`config.mk`:
```
export PLATFORM = sky130hd
export DESIGN_NAME = dl_pipe_reg
export DESIGN_NICKNAME = d
export VERILOG_FILES = /design/src/rtl/dl_pipe_reg.sv
export SDC_FILE = /design/constraint.sdc
export NUM_CORES = 1
export LEC_CHECK = 0
export BUFFER_PORTS_ARGS = -buffer_cell sky130_fd_sc_hd__buf_2
export CAP_MARGIN = 20
export CORE_AREA = 2 2 39 41
export DETAILED_ROUTE_END_ITERATION = 8
export DIE_AREA = 0 0 41 43
export HOLD_SLACK_MARGIN = 0.03
export PLACE_DENSITY_LB_ADDON = 0.08
export SYNTH_ARGS = -nofsm -noshare
export SYNTH_HDL_FRONTEND = slang
export SYNTH_SLANG_ARGS = --single-unit
export TNS_END_PERCENT = 1
```
`constraint.sdc`:
```
create_clock -name clk -period 2.6 [get_ports clk]
set_clock_uncertainty 0.05 [all_clocks]
set_input_delay 0.39 -clock clk [delete_from_list [all_inputs] [get_ports clk]]
set_output_delay 0.39 -clock clk [all_outputs]
set_load 0.1 [all_outputs]
```
`src/rtl/dl_pipe_reg.sv`:
```
// dl_pipe_reg: elastic pipeline register built from NUM_STAGES chained
// stages, each a 2-entry skid buffer with state-only outputs.
//
// Ports:
//   clk        clock, all state updates on posedge
//   rst        synchronous active-high reset
//   flush      synchronous discard of all held entries
//   in_valid   upstream word present on in_data
//   in_ready   block accepts in_data this cycle
//   in_data    upstream payload (NUM_BITS)
//   out_valid  out_data holds a valid word
//   out_ready  downstream accepts out_data this cycle
//   out_data   payload to downstream (NUM_BITS)
//   occ        entries held; present only when DL_PIPE_REG_OCC_EN is defined
//
// Optional feature macro: DL_PIPE_REG_OCC_EN (adds occ port and counter).

module dl_pipe_reg #(
    parameter int unsigned          NUM_BITS   = 1,
    parameter int unsigned          NUM_STAGES = 1,
    parameter logic [NUM_BITS-1:0]  RESET_VAL  = '0
) (
    input  logic                clk,
    input  logic                rst,
    input  logic                flush,
    input  logic                in_valid,
    output logic                in_ready,
    input  logic [NUM_BITS-1:0] in_data,
    output logic                out_valid,
    input  logic                out_ready,
    output logic [NUM_BITS-1:0] out_data
`ifdef DL_PIPE_REG_OCC_EN
    ,
    output logic [$clog2(2*NUM_STAGES+1)-1:0] occ
`endif
);

    typedef enum logic [1:0] {
        EMPTY = 2'd0,
        ONE   = 2'd1,
        TWO   = 2'd2
    } state_e;

    // Link k connects stage k-1 (producer) to stage k (consumer).
    // Link 0 is the block input, link NUM_STAGES the block output.
    logic                vld [NUM_STAGES+1];
    logic                rdy [NUM_STAGES+1];
    logic [NUM_BITS-1:0] dat [NUM_STAGES+1];

    assign vld[0]          = in_valid;
    assign dat[0]          = in_data;
    assign in_ready        = rdy[0];
    assign rdy[NUM_STAGES] = out_ready;
    assign out_valid       = vld[NUM_STAGES];
    assign out_data        = dat[NUM_STAGES];

    genvar k;
    generate
        for (k = 0; k < NUM_STAGES; k++) begin : g_stage
            state_e              state_q, state_d;
            logic [NUM_BITS-1:0] main_q, main_d;
            logic [NUM_BITS-1:0] skid_q, skid_d;
            logic                i_fire, o_fire;
            logic                st_rdy, st_vld;

            assign i_fire = vld[k] & rdy[k];
            assign o_fire = vld[k+1] & rdy[k+1];

            // Flush empties the stage but leaves data regs untouched,
            // so out_data keeps showing its last value.
            always_ff @(posedge clk) begin
                if (rst) begin
                    state_q <= EMPTY;
                    main_q  <= RESET_VAL;
                    skid_q  <= RESET_VAL;
                end else if (flush) begin
                    state_q <= EMPTY;
                end else begin
                    state_q <= state_d;
                    main_q  <= main_d;
                    skid_q  <= skid_d;
                end
            end

            always_comb begin
                state_d = state_q;
                main_d  = main_q;
                skid_d  = skid_q;
                unique case (state_q)
                    EMPTY: begin
                        if (i_fire) begin
                            state_d = ONE;
                            main_d  = dat[k];
                        end
                    end
                    ONE: begin
                        if (i_fire && o_fire) begin
                            main_d  = dat[k];
                        end else if (i_fire) begin
                            state_d = TWO;
                            skid_d  = dat[k];
                        end else if (o_fire) begin
                            state_d = EMPTY;
                        end
                    end
                    TWO: begin
                        if (o_fire) begin
                            state_d = ONE;
                            main_d  = skid_q;
                        end
                    end
                    default: begin
                        state_d = EMPTY;
                    end
                endcase
            end

            // Handshake outputs come from state only, which cuts both
            // the data and the ready path at every stage.
            always_comb begin
                st_rdy = (state_q != TWO);
                st_vld = (state_q != EMPTY);
            end

            assign rdy[k]   = st_rdy;
            assign vld[k+1] = st_vld;
            assign dat[k+1] = main_q;
        end
    endgenerate

`ifdef DL_PIPE_REG_OCC_EN
    localparam int unsigned OCC_W = $clog2(2*NUM_STAGES+1);

    logic [OCC_W-1:0] occ_q, occ_d;
    logic             blk_in_fire, blk_out_fire;

    assign blk_in_fire  = in_valid & in_ready;
    assign blk_out_fire = out_valid & out_ready;

    always_comb begin
        occ_d = occ_q;
        if (blk_in_fire && !blk_out_fire) begin
            occ_d = occ_q + OCC_W'(1);
        end else if (!blk_in_fire && blk_out_fire) begin
            occ_d = occ_q - OCC_W'(1);
        end
    end

    always_ff @(posedge clk) begin
        if (rst || flush) begin
            occ_q <= '0;
        end else begin
            occ_q <= occ_d;
        end
    end

    assign occ = occ_q;
`endif

endmodule

```
## Yosys cells after proc, flatten, opt, wreduce, memory -nomap -nowiden

Index checks and enable logic that the tools add are counted.

| storage, ports and cells | value |
|---|---|
| register bits after elaboration | 4 |
| input port bits | 6 |
| output and inout port bits | 3 |
| logic and storage cells | 33 |

| operators by class | value |
|---|---|
| equal/unequal tests | 8 |
| muxes and demuxes | 10 |
| bitwise gates (word level) | 4 |
| reduce and logical (&&, ||, !) cells | 8 |

Operators by type and width:

| kind | count |
|---|---|
| 2-to-1 mux 2 bit | 5 |
| != test 2 bit, second input constant | 5 |
| AND reduction 4 bit | 2 |
| one-hot mux 2 bit (3 select lines) | 1 |
| AND reduction 5 bit | 1 |
| 2-to-1 mux 1 bit | 3 |
| != test 3 bit, second input constant | 1 |
| one-hot mux 1 bit (3 select lines) | 1 |
| nonzero test 3 bit | 1 |
| AND 1 bit | 2 |
| equality test 2 x 1 -> 1 bit, second input constant | 1 |
| equality test 2 bit, second input constant | 1 |
| logical NOT 2 bit | 1 |
| inverter 1 bit | 2 |
| nonzero test 2 bit | 1 |
| OR reduction 2 bit | 1 |
| logical AND 1 bit | 1 |

## Logic depth before layout (Yosys ltp)

| depth | value |
|---|---|
| word-level depth | 6 |
| mapped depth | 4 |
| depth with buffers taken out | 4 |

## Worst setup path before layout

Ideal clock, no wire load.

| timing | value |
|---|---|
| path kind | register -> register |
| start | register g_stage[0].state_q[1] |
| end | register g_stage[0].main_q, in the netlist out_data |
| library setup time | 0.070 ns |
| arrival | 1.327 ns |
| data required time | 2.480 ns |
| path slack | 1.153 ns |
| stages on the path, launching flop included | 5 |
| path buffers | 0 |
| period minus slack after synthesis | 1.447 ns |
| path through | dfxtp_1 or2b_4 mux2i_1 or3_1 a21oi_1 |

| between the ends | value |
|---|---|
| cells in the longest elaborated chain, start to end | 5 |
| elaborated cells on any way between the ends | 14 |
| classes of those cells | eq/ne: 6; mux: 1; bitwise: 2; reduce/logical: 5 |

RTL lines:

| element | line | RTL |
|---|---|---|
| start, declared | 60 | `state_e state_q, state_d;` |
| start signal, assigned | 79 | `state_q <= state_d;` |
| != test 2 bit (*) | 121 | `st_rdy = (state_q != TWO);` |
| named net in_ready | 27 | `output logic in_ready,` |
| AND 1 bit (*) | 66 | `assign i_fire = vld[k] & rdy[k];` |
| logical AND 1 bit | 97 | `if (i_fire && o_fire) begin` |
| != test 2 bit (no source line) | -- |  |
| AND reduction 5 bit (no source line) (*) | -- |  |
| end signal, assigned | 80 | `main_q <= main_d;` |
| end, declared | 61 | `logic [NUM_BITS-1:0] main_q, main_d;` |

Mark *: on every way through the listed nets, which the timed path passes. The rest lies on a longest branch.
A chain may end at the register's enable or synchronous reset.

## Worst setup path in the final report

| timing | value |
|---|---|
| start | register g_stage[0].state_q[1] |
| end | output port in_ready |

| between the ends | value |
|---|---|
| cells in the longest elaborated chain, start to end | 1 |

RTL lines:

| element | line |
|---|---|
| != test 2 bit | 121 |
| end, declared | 27 |

No other way between the ends.

==> metrics.md <==
| Metric | Value |
|---|---|
| Status | `finished clean` |
| Final setup fails | `0` |
| Row count | `14` |
| First-pass GRT wire length | `between 800 and 900 µm` |
| Pwr Density | `around 560 nW/µm²` |
| R2r endpoint | `out_data$_SDFFE_PP0P_` |
| Root Buffer | `clkbuf_4` |
| Seq cells post-synth | `4` |
| Share of cells above drive strength 1 | `slightly below 50%` |
| Top-area cell type share of the netlist area | `approximately 36%` |
| Critical path class | `reg -> out` |
| Met3 wire len | `about 54 µm` |
| Layout Area Growth over Synthesis | `36.87%` |
| Hold path depth | `2` |
| Max-slew violations | `0` |
| Critical path capture point type | `primary output` |
| M1 WL | `~210 µm` |
| Post-CTS Resized | `0` |
| ANT nets after route | `0` |
| Pin count of the biggest net entering global routing | `7` |
| Worst hold path type | `in -> reg` |
| Slew Limit Headroom | `roughly two thirds` |
| Vias in the first global route | `about 230` |
| H-tree depth | `1` |
| Final HPWL DP | `approximately 400 µm` |
| Chip height | `~43 µm` |
| Unique masters post-synth | `18` |
| Crit path arrival time | `1210 ps` |
| Clock Latency Late Sink | `roughly 230 ps` |
| Pleak | `~0.13 nW` |
| Worst path top cell family by delay | `buffers and inverters` |
| Num CTS Buffers | `3` |
| Commonest non-fill, non-tap cell in the layout | `buf_2` |
| Vias after detailed routing | `220` |
| IO Port Bufs | `8` |
| Vias per cell | `roughly 4.3` |
| CP cell instances | `or2b_4 -> buf_2` |
| Total GRT Usage | `just over 8%` |
| Antenna Cells | `0` |
| Worst Path Required | `between 2000 and 2500 ps` |
| WHS Endpoint | `out_data$_SDFFE_PP0P_` |
| Yosys top cell by area | `dfxtp_1` |
| Highest Clock Rate | `between 600 and 700 MHz` |
| CP max-delay cell | `buf_2` |
| R2R depth | `4` |
| Max VDD drop | `0.0002184 V` |
| Initial antenna violation count | `0` |
| Period utilization | `63.53%` |
| Setup TNS | `0 ps` |
| Period minus WS final | `approximately 1700 ps` |
| Filler Cell Count | `around 160` |
| Area of the core | `1384 µm²` |
| Fin util | `between 20% and 30%` |
| Unrepaired setup endpoints after global routing | `false` |
| Wirelength per Cell | `around 9 µm` |
| Top layer in use | `met4` |
| Reg2reg setup slack | `1250 ps` |
| Slowest stage delay, CP | `420 ps` |
| TritonCTS clock tree | `yes` |
| Iter 0 DRT Violations | `6` |
| Syn nets | `30` |
| DR DRC count | `0` |
| Post-synthesis sequential area ratio | `between 30 and 40%` |
| Clk buf depth | `2` |
| Max-cap violations | `0` |
| I/O pins | `9` |
| First drt pass iteration count | `3` |
| CP bufs+invs | `1` |
| Initial Util | `~16%` |
| Total grt overflow | `0` |
| Hold_buf cts | `0` |
| Final #Nets | `43` |
| R2R Path Start | `g_stage[0].state_q[1]$_SDFFE_PP0P_` |
| Hold path start | `rst` |
| Die ar. | `1763 µm²` |
| Commonest non-fill, non-tap cells in the layout | `buf_2, dfxtp_1, clkbuf_4` |
| Slew at the pin closest to its max-slew limit | `between 400 and 500 ps` |
| Syn Area/Cell | `a little over 9 µm²` |
| Hold Fails Final Rpt | `0` |
| TritonCTS Sinks | `4` |
| Post-CTS Setup Repair Bufs | `0` |
| RD Place Congestion | `0.6157` |
| Top cells by area, synth | `dfxtp_1, mux2i_1, or2b_4` |
| Met2 Wirelength | `195 µm` |
| Synth Warn # | `0` |
| Cell Area, Synth | `between 200 and 250 µm²` |
| Die Wd | `just over 40 µm` |
| Crit start category | `flop` |
| Final WL | `roughly 470 µm` |
| Critical Path Fanout Max | `6` |
| CTS clk-pin slew, worst paths | `around 40 ps` |
| Post-synthesis cell count | `24` |
sequential cells by signal (all words and copies together) (netlist names):
register / count
out_data: 1
g_stage.skid_q: 1
g_stage.state_q: 2
through the flow:
| step | hold slack [ps] | std cells | worst slack [ps] | power, mW | cell area (µm²) |
|---|---|---|---|---|---|
| 2_1_floorplan | 409.1 | 24 | 1153 | 0.08955 | 224.0 |
| 3_3_place_gp | 412.7 | 48 | 1190 | 0.09959 | 284.0 |
| 3_5_place_dp | 412.9 | 48 | 1190 | 0.09910 | 284.0 |
| 4_1_cts | 310.4 | 51 | 933.8 | 0.1779 | 306.5 |
| 5_1_grt | 325.7 | 51 | 885.9 | 0.1890 | 306.5 |
| 6_report | 320.2 | 51 | 948.3 | 0.1727 | 306.5 |
report_power, final:
| group | leakage [nW] | switching, mW | internal [mW] |
|---|---|---|---|
| combinational | 0.0833 | 0.0222 | 0.0107 |
| sequential | 0.0325 | 0.00156 | 0.0637 |
| clock | 0.0138 | 0.0231 | 0.0515 |
synthesized netlist by cell type:
| master | count |
|---|---|
| a21oi_2 | 1 |
| or3_1 | 1 |
| nor2_1 | 1 |
| and3b_2 | 1 |
| o22a_2 | 1 |
| dfxtp_1 | 4 |
| a21oi_1 | 2 |
| and2b_2 | 1 |
| or2b_4 | 1 |
| nor3_1 | 1 |
| mux2i_1 | 2 |
| nand2b_1 | 1 |
| o21ai_0 | 1 |
| o21a_1 | 1 |
| nor3b_1 | 1 |
| a2111oi_1 | 1 |
| nand2_1 | 2 |
| or2_2 | 1 |
layout make-up:
cell class	instances	area, µm²	area share, %
Multi-Input combinational cell	20	143.9	46.94
Sequential cell	4	80.08	26.12
Timing Repair Buffer	8	40.04	13.06
Clock buffer	3	22.52	7.347
Tap cell	16	20.02	6.531
metal layers:
layer | GRT usage, % | vias to the layer above
li1 | - | 113
met1 | 8.682 | 95
met2 | 10.31 | 10
met3 | 6.283 | 2
met4 | 6.000 | 0
met5 | 0 | -
logic make-up (layout without fill, tap and decap cells):
| logic type | Yosys count | count (layout) | synth area share, % |
|---|---|---|---|
| AOI/OAI and AO/OA | 7 | 7 | 22.91 |
| DFF | 4 | 4 | 35.76 |
| and+or+nand+nor | 11 | 11 | 32.41 |
| muxes | 2 | 2 | 8.939 |
| buffers and inverters | 0 | 11 | 0 |
worst max path at each step:
stage,startpoint,end,slack (ps),cells after the start
2_1_floorplan,g_stage[0].state_q[1]$_SDFFE_PP0P_,out_data$_SDFFE_PP0P_,1150,4
3_3_place_gp,g_stage[0].state_q[1]$_SDFFE_PP0P_,in_ready,1190,2
3_5_place_dp,g_stage[0].state_q[1]$_SDFFE_PP0P_,in_ready,1190,2
4_1_cts,g_stage[0].state_q[1]$_SDFFE_PP0P_,in_ready,930,2
5_1_grt,g_stage[0].state_q[1]$_SDFFE_PP0P_,in_ready,890,2
6_report,g_stage[0].state_q[1]$_SDFFE_PP0P_,in_ready,950,2
worst register-to-register path: stages, from the launching register on:
cell and delay [ps]:
dfxtp_1 380, or2b_4 300, mux2i_1 110, or3_1 300
a21oi_1 140
Note: power is estimated with default switching activity, not from simulation.
